--- src/rtl/mem_access_ctrl.sv ---
// MEM-stage data-memory access unit: lane steering, load sign-extension and
// req/ack handshake with timeout. Stalls the pipeline while an access is outstanding.
module mem_access_ctrl #(
   parameter int TIMEOUT = 16
) (
   input  logic        clk,
   input  logic        rst_n,
   input  logic [31:0] i_aluo,
   input  logic [31:0] i_rv2,
   input  logic [1:0]  i_mem_r,
   input  logic [1:0]  i_mem_w,
   output logic        o_stall,
   output logic [31:0] o_rdata,
   output logic        o_rdata_valid,
   output logic        o_misalign,
   output logic        o_err,
   output logic        dm_req,
   output logic        dm_we,
   output logic [31:0] dm_addr,
   output logic [31:0] dm_wdata,
   output logic [3:0]  dm_be,
   input  logic        dm_ack,
   input  logic [31:0] dm_rdata
);

   localparam int CW = $clog2(TIMEOUT) + 1;
   localparam logic [CW-1:0] CNT_LAST = CW'(TIMEOUT - 1);

   typedef enum logic [1:0] {
      IDLE = 2'd0,
      REQ  = 2'd1,
      DONE = 2'd2
   } state_t;

   state_t        state_r, state_s;
   logic [CW-1:0] cnt_r;
   logic [1:0]    size_r;
   logic [1:0]    lo_r;
   logic          load_r;

   logic          store_s;
   logic          load_s;
   logic          op_s;
   logic [1:0]    size_s;
   logic          aligned_s;

   function automatic logic aligned_f(input logic [1:0] size, input logic [1:0] lo);
      case (size)
         2'b00:   aligned_f = 1'b1;
         2'b01:   aligned_f = (lo[0] == 1'b0);
         2'b10:   aligned_f = (lo == 2'b00);
         default: aligned_f = 1'b0;
      endcase
   endfunction

   function automatic logic [3:0] be_f(input logic [1:0] size, input logic [1:0] lo);
      case (size)
         2'b00:   be_f = 4'b0001 << lo;
         2'b01:   be_f = lo[1] ? 4'b1100 : 4'b0011;
         2'b10:   be_f = 4'b1111;
         default: be_f = 4'b0000;
      endcase
   endfunction

   function automatic logic [31:0] wdata_f(input logic [1:0] size, input logic [31:0] rv2);
      case (size)
         2'b00:   wdata_f = {4{rv2[7:0]}};
         2'b01:   wdata_f = {2{rv2[15:0]}};
         2'b10:   wdata_f = rv2;
         default: wdata_f = 32'h0000_0000;
      endcase
   endfunction

   function automatic logic [31:0] extract_f(input logic [1:0] size, input logic [1:0] lo,
                                             input logic [31:0] word);
      logic [31:0] sh;
      case (size)
         2'b00: begin
            sh = word >> {lo, 3'b000};
            extract_f = {{24{sh[7]}}, sh[7:0]};
         end
         2'b01: begin
            sh = word >> {lo[1], 4'b0000};
            extract_f = {{16{sh[15]}}, sh[15:0]};
         end
         default: begin
            sh = word;
            extract_f = sh;
         end
      endcase
   endfunction

   // A store wins when both codes are present; the load is then ignored.
   assign store_s   = (i_mem_w != 2'b11);
   assign load_s    = !store_s && (i_mem_r != 2'b11);
   assign op_s      = store_s || load_s;
   assign size_s    = store_s ? i_mem_w : i_mem_r;
   assign aligned_s = aligned_f(size_s, i_aluo[1:0]);

   // State register.
   always_ff @(posedge clk or negedge rst_n) begin
      if (!rst_n) begin
         state_r <= IDLE;
      end else begin
         state_r <= state_s;
      end
   end

   // Next state plus the same-cycle stall and misalign indications.
   always_comb begin
      state_s    = state_r;
      o_stall    = 1'b0;
      o_misalign = 1'b0;
      case (state_r)
         IDLE: begin
            if (op_s && aligned_s) begin
               o_stall = 1'b1;
               state_s = REQ;
            end else if (op_s) begin
               o_misalign = 1'b1;
               state_s    = IDLE;
            end else begin
               state_s = IDLE;
            end
         end
         REQ: begin
            o_stall = 1'b1;
            if (dm_ack || (cnt_r == CNT_LAST)) begin
               state_s = DONE;
            end else begin
               state_s = REQ;
            end
         end
         DONE:    state_s = IDLE;
         default: state_s = IDLE;
      endcase
   end

   // Memory-port registers, timeout counter, load capture and completion pulses.
   always_ff @(posedge clk or negedge rst_n) begin
      if (!rst_n) begin
         dm_req        <= 1'b0;
         dm_we         <= 1'b0;
         dm_addr       <= 32'h0000_0000;
         dm_wdata      <= 32'h0000_0000;
         dm_be         <= 4'b0000;
         o_rdata       <= 32'h0000_0000;
         o_rdata_valid <= 1'b0;
         o_err         <= 1'b0;
         cnt_r         <= '0;
         size_r        <= 2'b00;
         lo_r          <= 2'b00;
         load_r        <= 1'b0;
      end else begin
         o_rdata_valid <= 1'b0;
         o_err         <= 1'b0;
         case (state_r)
            IDLE: begin
               if (op_s && aligned_s) begin
                  dm_req   <= 1'b1;
                  dm_we    <= store_s;
                  dm_addr  <= {i_aluo[31:2], 2'b00};
                  dm_be    <= store_s ? be_f(size_s, i_aluo[1:0]) : 4'b1111;
                  dm_wdata <= store_s ? wdata_f(size_s, i_rv2) : 32'h0000_0000;
                  size_r   <= size_s;
                  lo_r     <= i_aluo[1:0];
                  load_r   <= load_s;
                  cnt_r    <= '0;
               end
            end
            REQ: begin
               if (dm_ack) begin
                  dm_req        <= 1'b0;
                  o_rdata_valid <= load_r;
                  if (load_r) begin
                     o_rdata <= extract_f(size_r, lo_r, dm_rdata);
                  end
               end else if (cnt_r == CNT_LAST) begin
                  dm_req <= 1'b0;
                  o_err  <= 1'b1;
               end else begin
                  cnt_r <= cnt_r + CW'(1);
               end
            end
            default: begin
               dm_req <= 1'b0;
            end
         endcase
      end
   end

endmodule

--- config.mk ---
export PLATFORM = sky130hd
export DESIGN_NAME = mem_access_ctrl
export DESIGN_NICKNAME = d
export VERILOG_FILES = /design/src/rtl/mem_access_ctrl.sv
export SDC_FILE = /design/constraint.sdc
export NUM_CORES = 1
export LEC_CHECK = 0
export ABC_CLOCK_PERIOD_IN_PS = 5750
export CAP_MARGIN = 20
export CORE_MARGIN = 5
export CORE_UTILIZATION = 30
export DETAILED_ROUTE_END_ITERATION = 7
export GPL_ROUTABILITY_DRIVEN = 0
export HOLD_SLACK_MARGIN = 0.05
export SYNTH_ARGS = -nofsm -noshare
export SYNTH_HDL_FRONTEND = slang
export SYNTH_SLANG_ARGS = --single-unit
export TNS_END_PERCENT = 100
--- constraint.sdc ---
create_clock -name clk -period 5.75 [get_ports clk]
set_clock_uncertainty 0.1 [all_clocks]
set_input_delay 0.8625 -clock clk [delete_from_list [all_inputs] [get_ports clk]]
set_output_delay 0.8625 -clock clk [all_outputs]
set_load 0.05 [all_outputs]
==> results by stage <==
Outcome:
- The flow ran to the end, and the final reports show no timing, DRC or antenna violations.

Logic synthesis:
- After synthesis, the share of flip-flops with an asynchronous set or reset is 100%.
- The synthesized design contains 0 enable-type register cells.
- The total number of yosys warnings is 0.
- The total standard cell area after synthesis is 5630 um^2.
- The adder and majority cell fraction of the synthesized area is 0.444%.
- The number of distinct library cell variants in the gate-level netlist after synthesis is 56.
- The number of instances in the synthesized netlist is 518.
- After Yosys synthesis, and, or, nand and nor cells account for 9.93% of the synthesized area.
- The synthesized netlist devotes 21.4% of its cell area to compound gates.
- The post-synthesis cell type with the largest combined area is sky130_fd_sc_hd__dfrtp_1.
- By area the synthesized netlist is led by sky130_fd_sc_hd__dfrtp_1 (51%), sky130_fd_sc_hd__mux2_2 (7.8%), sky130_fd_sc_hd__a21oi_1 (3.6%).
- Synthesis inferred 114 register bits.
- For this run, the register share of the synthesized area comes to 50.6%.
- The multiplexer area fraction after synthesis is 12.1%.
- By count the netlist is led by sky130_fd_sc_hd__dfrtp_1 (114), sky130_fd_sc_hd__nand2_1 (47), sky130_fd_sc_hd__a21oi_1 (41).
- Among all cell types in the netlist, the one instantiated most often is sky130_fd_sc_hd__dfrtp_1.
- The flip-flop cell with the highest count after synthesis is sky130_fd_sc_hd__dfrtp_1.
- The synthesized design devotes to its leading area cell type 50.6% of total area.
- A synthesized cell averages 10.9 um^2.
- The dominant combinational cell family by area after synthesis is compound AO/OA/AOI/OAI gates.
- Summing the areas of all xor and xnor instances in the mapped netlist gives 0.311% of the synthesized area.

Die:
- Once the floorplan was initialized, standard cells occupied 30.3% of the core.
- The die width is 147 um.
- The total number of placement rows is 50.
- From bottom edge to top edge, the die measures 147 um.
- 209 I/O pins were placed.
- The region available for standard cell placement spans 18600 um^2.
- The die covers 21600 um^2.

CTS:
- The cell sitting at the root of the clock tree is a sky130_fd_sc_hd__clkbuf_16.
- The clock latency of the later-clocked register in the worst-skew pair is 0.40 ns.
- The number of buffers added by the clock tree synthesis step is 17.
- The number of hold buffers added after CTS was 0.
- The CTS tree is done.
- After clock tree synthesis, the repair step resized 0 gates.
- The clock tree synthesis step divided the H-tree into 4 levels.
- Clock-pin slew was measured on the worst setup and hold paths at 0.06 ns.
- In this run the post-CTS setup repair buffer count came out at 0.
- Counting every sink on the clock net gives 114.
- The maximum root-to-sink buffer count is 2.

Power:
- The internal power of the cells totals 3010 uW.
- For this design the total switching power over the nets is 2620 uW.
- Summed over all cells, the static leakage comes to 0.00350 uW.
- The share of total power dissipated in sequential elements is 25.9%.
- The clock group share of total power is 19.2%.
- Combinational cells account for 54.9% of the total power.
- Across the VDD grid, the largest voltage drop is 345 uV.
- The design draws 5630 uW.
- Net switching is 46.5% of the power.
- Dividing total power by cell area gives a power density of 669 nW/um^2.

Detailed routing:
- The antenna violation net count after detailed routing is 0.
- Dividing the detail-routed wire length by the instance count gives 18.9 um.
- Using the TritonRoute via totals, the vias-per-cell ratio works out to 5.12.
- The starting DRC count in detailed routing is 285.
- The total length of routed wires is 18100 um.
- In the routed design, unresolved DRC markers number 0.
- The detailed router placed 4892 vias in this run.
- The first-pass detailed-route iteration total is 7.

Timing:
- The shortest clock period the worst path allows after layout is 4.44 ns.
- The number of slew-limit violations in the final report is 0.
- The final-report hold violation count was 0.
- At the pin with the least slew margin, the transition time is 1.07 ns.
- The final period utilization is 77.2%.
- In this run the tightest slew margin relative to its limit is 29.0%.
- The sum of negative setup slack is 0 ns.
- Static timing analysis puts the maximum clock frequency at 0.225 GHz.
- Hold is met by 0.386 ns.
- Setup repair after global routing left no endpoint under its margin.
- The final-report setup violation count is 0.

Global routing:
- Global routing consumed, over all layers together, 16.6% of the routing resources.
- The maximum number of pins on one net before global-route repair is 60.
- For this run the aggregate overflow at the end of global routing stands at 0.
- The number of antenna violations at the first check in global routing is 1.
- The first-pass GRT wire length is 28700 um.
- The number of global-route vias before repair was 5175.

Cells and area:
- The post-layout instance area is 8410 um^2.
- The fraction of layout instances using a drive strength above 1 is 13.6%.
- Once layout is complete, the utilization of the core stands at 45.3%.
- The filler cell count in the final layout is 1685.
- The repair_antennas step left the layout with diodes totalling 0.
- The final net count is 814.
- From synthesis to final layout, the design area changed by 49.3%.

Job:
- The number of maximum-capacitance violations is 0.

Critical path:
- The arrival time of data at the critical path endpoint is 3.47 ns.
- The highest net fanout along the worst path is 19.
- The critical path launch point type is an input pin.
- The endpoint required time on the critical path is 4.79 ns.
- The type of destination of the critical path is an output port.
- The worst setup path is of the input pin to output port kind.

Place:
- Once detailed placement completed, the half-perimeter wirelength came to 13200 um.
- The number of port buffers is 206.
- The post-placement cell area is 7810 um^2.

Min path:
- The path type of the worst min-delay path is flip-flop to flip-flop.
[flip-flops by register name (all words and copies together) (netlist names)]
name and cells:
dm_be 4, o_rdata 32, o_rdata_valid 1, o_err 1, size_r 2, cnt_r 5
dm_addr 30, load_r 1, dm_we 1, dm_req 1, state_r 2, lo_r 2
dm_wdata 32
[worst max-delay path, stage by stage]
cell	delay, ns
sky130_fd_sc_hd__clkdlybuf4s50_1	0.75
sky130_fd_sc_hd__nand2b_1	0.53
sky130_fd_sc_hd__a21oi_1	0.19
sky130_fd_sc_hd__nor3_1	0.29
sky130_fd_sc_hd__clkdlybuf4s50_1	0.85
[cell type report]
type / instances / area, um^2 / area share [%]
flip-flops and latches: 114 / 2850 / 33.9
multi-input cells: 346 / 2500 / 29.7
repair buffers: 211 / 2100 / 24.9
clock buffers: 22 / 474 / 5.64
well taps: 234 / 293 / 3.48
clock inverters: 9 / 130 / 1.55
inverters: 19 / 71.3 / 0.848
[power by group through the flow]
stage / Combinational [uW] / Clock (uW) / Sequential (uW)
floorplan: 881 / 0 / 2630
global placement: 3080 / 0 / 1450
detailed placement: 3100 / 0 / 1470
global route: 3250 / 1140 / 1510
finish: 3090 / 1080 / 1460
CTS: 3120 / 1100 / 1460
[cells by family (layout without fill, tap and decap cells)]
group                      count (synthesis)  in the layout
AOI/OAI and AO/OA                        165            165
xor gates and xnor gates                   2              2
adders and majority gates                  2              2
buffers and inverters                     59            261
DFF                                      114            114
muxes                                     60             60
other                                      1              2
and+or+nand+nor                          115            115
[stage by stage]
stage,worst slack (ns),std cells
after floorplan,2.28,519
after global placement,1.35,924
final,1.31,955
after global routing,1.12,955
after CTS,1.32,955
after detailed placement,1.32,924
[layout by cell type, fill, tap and decap left out, types with 3 or more instances in the layout]
| cell | Yosys | final |
|---|---|---|
| sky130_fd_sc_hd__clkdlybuf4s50_1 | 0 | 205 |
| sky130_fd_sc_hd__dfrtp_1 | 114 | 114 |
| sky130_fd_sc_hd__nand2_1 | 47 | 47 |
| sky130_fd_sc_hd__a21oi_1 | 41 | 41 |
| sky130_fd_sc_hd__mux2_2 | 39 | 39 |
| sky130_fd_sc_hd__nor2_1 | 30 | 30 |
| sky130_fd_sc_hd__o21ai_0 | 29 | 29 |
| sky130_fd_sc_hd__a22o_1 | 21 | 21 |
| sky130_fd_sc_hd__inv_1 | 19 | 19 |
| sky130_fd_sc_hd__clkbuf_16 | 0 | 17 |
| sky130_fd_sc_hd__a22oi_1 | 16 | 16 |
| sky130_fd_sc_hd__mux2i_1 | 15 | 15 |
| sky130_fd_sc_hd__and3_1 | 9 | 9 |
| sky130_fd_sc_hd__or3_1 | 8 | 8 |
| sky130_fd_sc_hd__o31a_1 | 8 | 8 |
| sky130_fd_sc_hd__o221ai_1 | 8 | 8 |
| sky130_fd_sc_hd__a32o_1 | 8 | 8 |
| sky130_fd_sc_hd__a21boi_0 | 7 | 7 |
| sky130_fd_sc_hd__mux2_4 | 6 | 6 |
| sky130_fd_sc_hd__buf_4 | 9 | 6 |
| sky130_fd_sc_hd__a31o_2 | 5 | 5 |
| sky130_fd_sc_hd__nand2b_1 | 3 | 3 |
| sky130_fd_sc_hd__nor2b_1 | 3 | 3 |
| sky130_fd_sc_hd__a2111oi_0 | 3 | 3 |
| sky130_fd_sc_hd__a221o_1 | 3 | 3 |
| sky130_fd_sc_hd__o211ai_1 | 3 | 3 |
| sky130_fd_sc_hd__clkinv_2 | 0 | 3 |
| sky130_fd_sc_hd__clkbuf_8 | 0 | 3 |
| sky130_fd_sc_hd__bufinv_16 | 0 | 3 |
[path summary, 6_finish.rpt]
check,end,depth (start not counted),from,slack (ns)
max in group asynchronous,o_rdata[29],2,rst_n,3.91
max,o_misalign,5,i_mem_r[1],1.31
max reg2reg,o_rdata[30],5,state_r[1],2.86
min in group asynchronous,dm_wdata[7],1,rst_n,0.40
min reg2reg,o_rdata[0],2,o_rdata[0],0.39
min,o_rdata[0],2,o_rdata[0],0.39
[routing by layer]
layer  global-route usage (%)  wire length [um]
met5                        0                13
met3                     6.17              1510
met1                     20.7              7690
met2                     26.8              8550
met4                     5.31               313
Note: power is estimated with default switching activity, not from simulation.
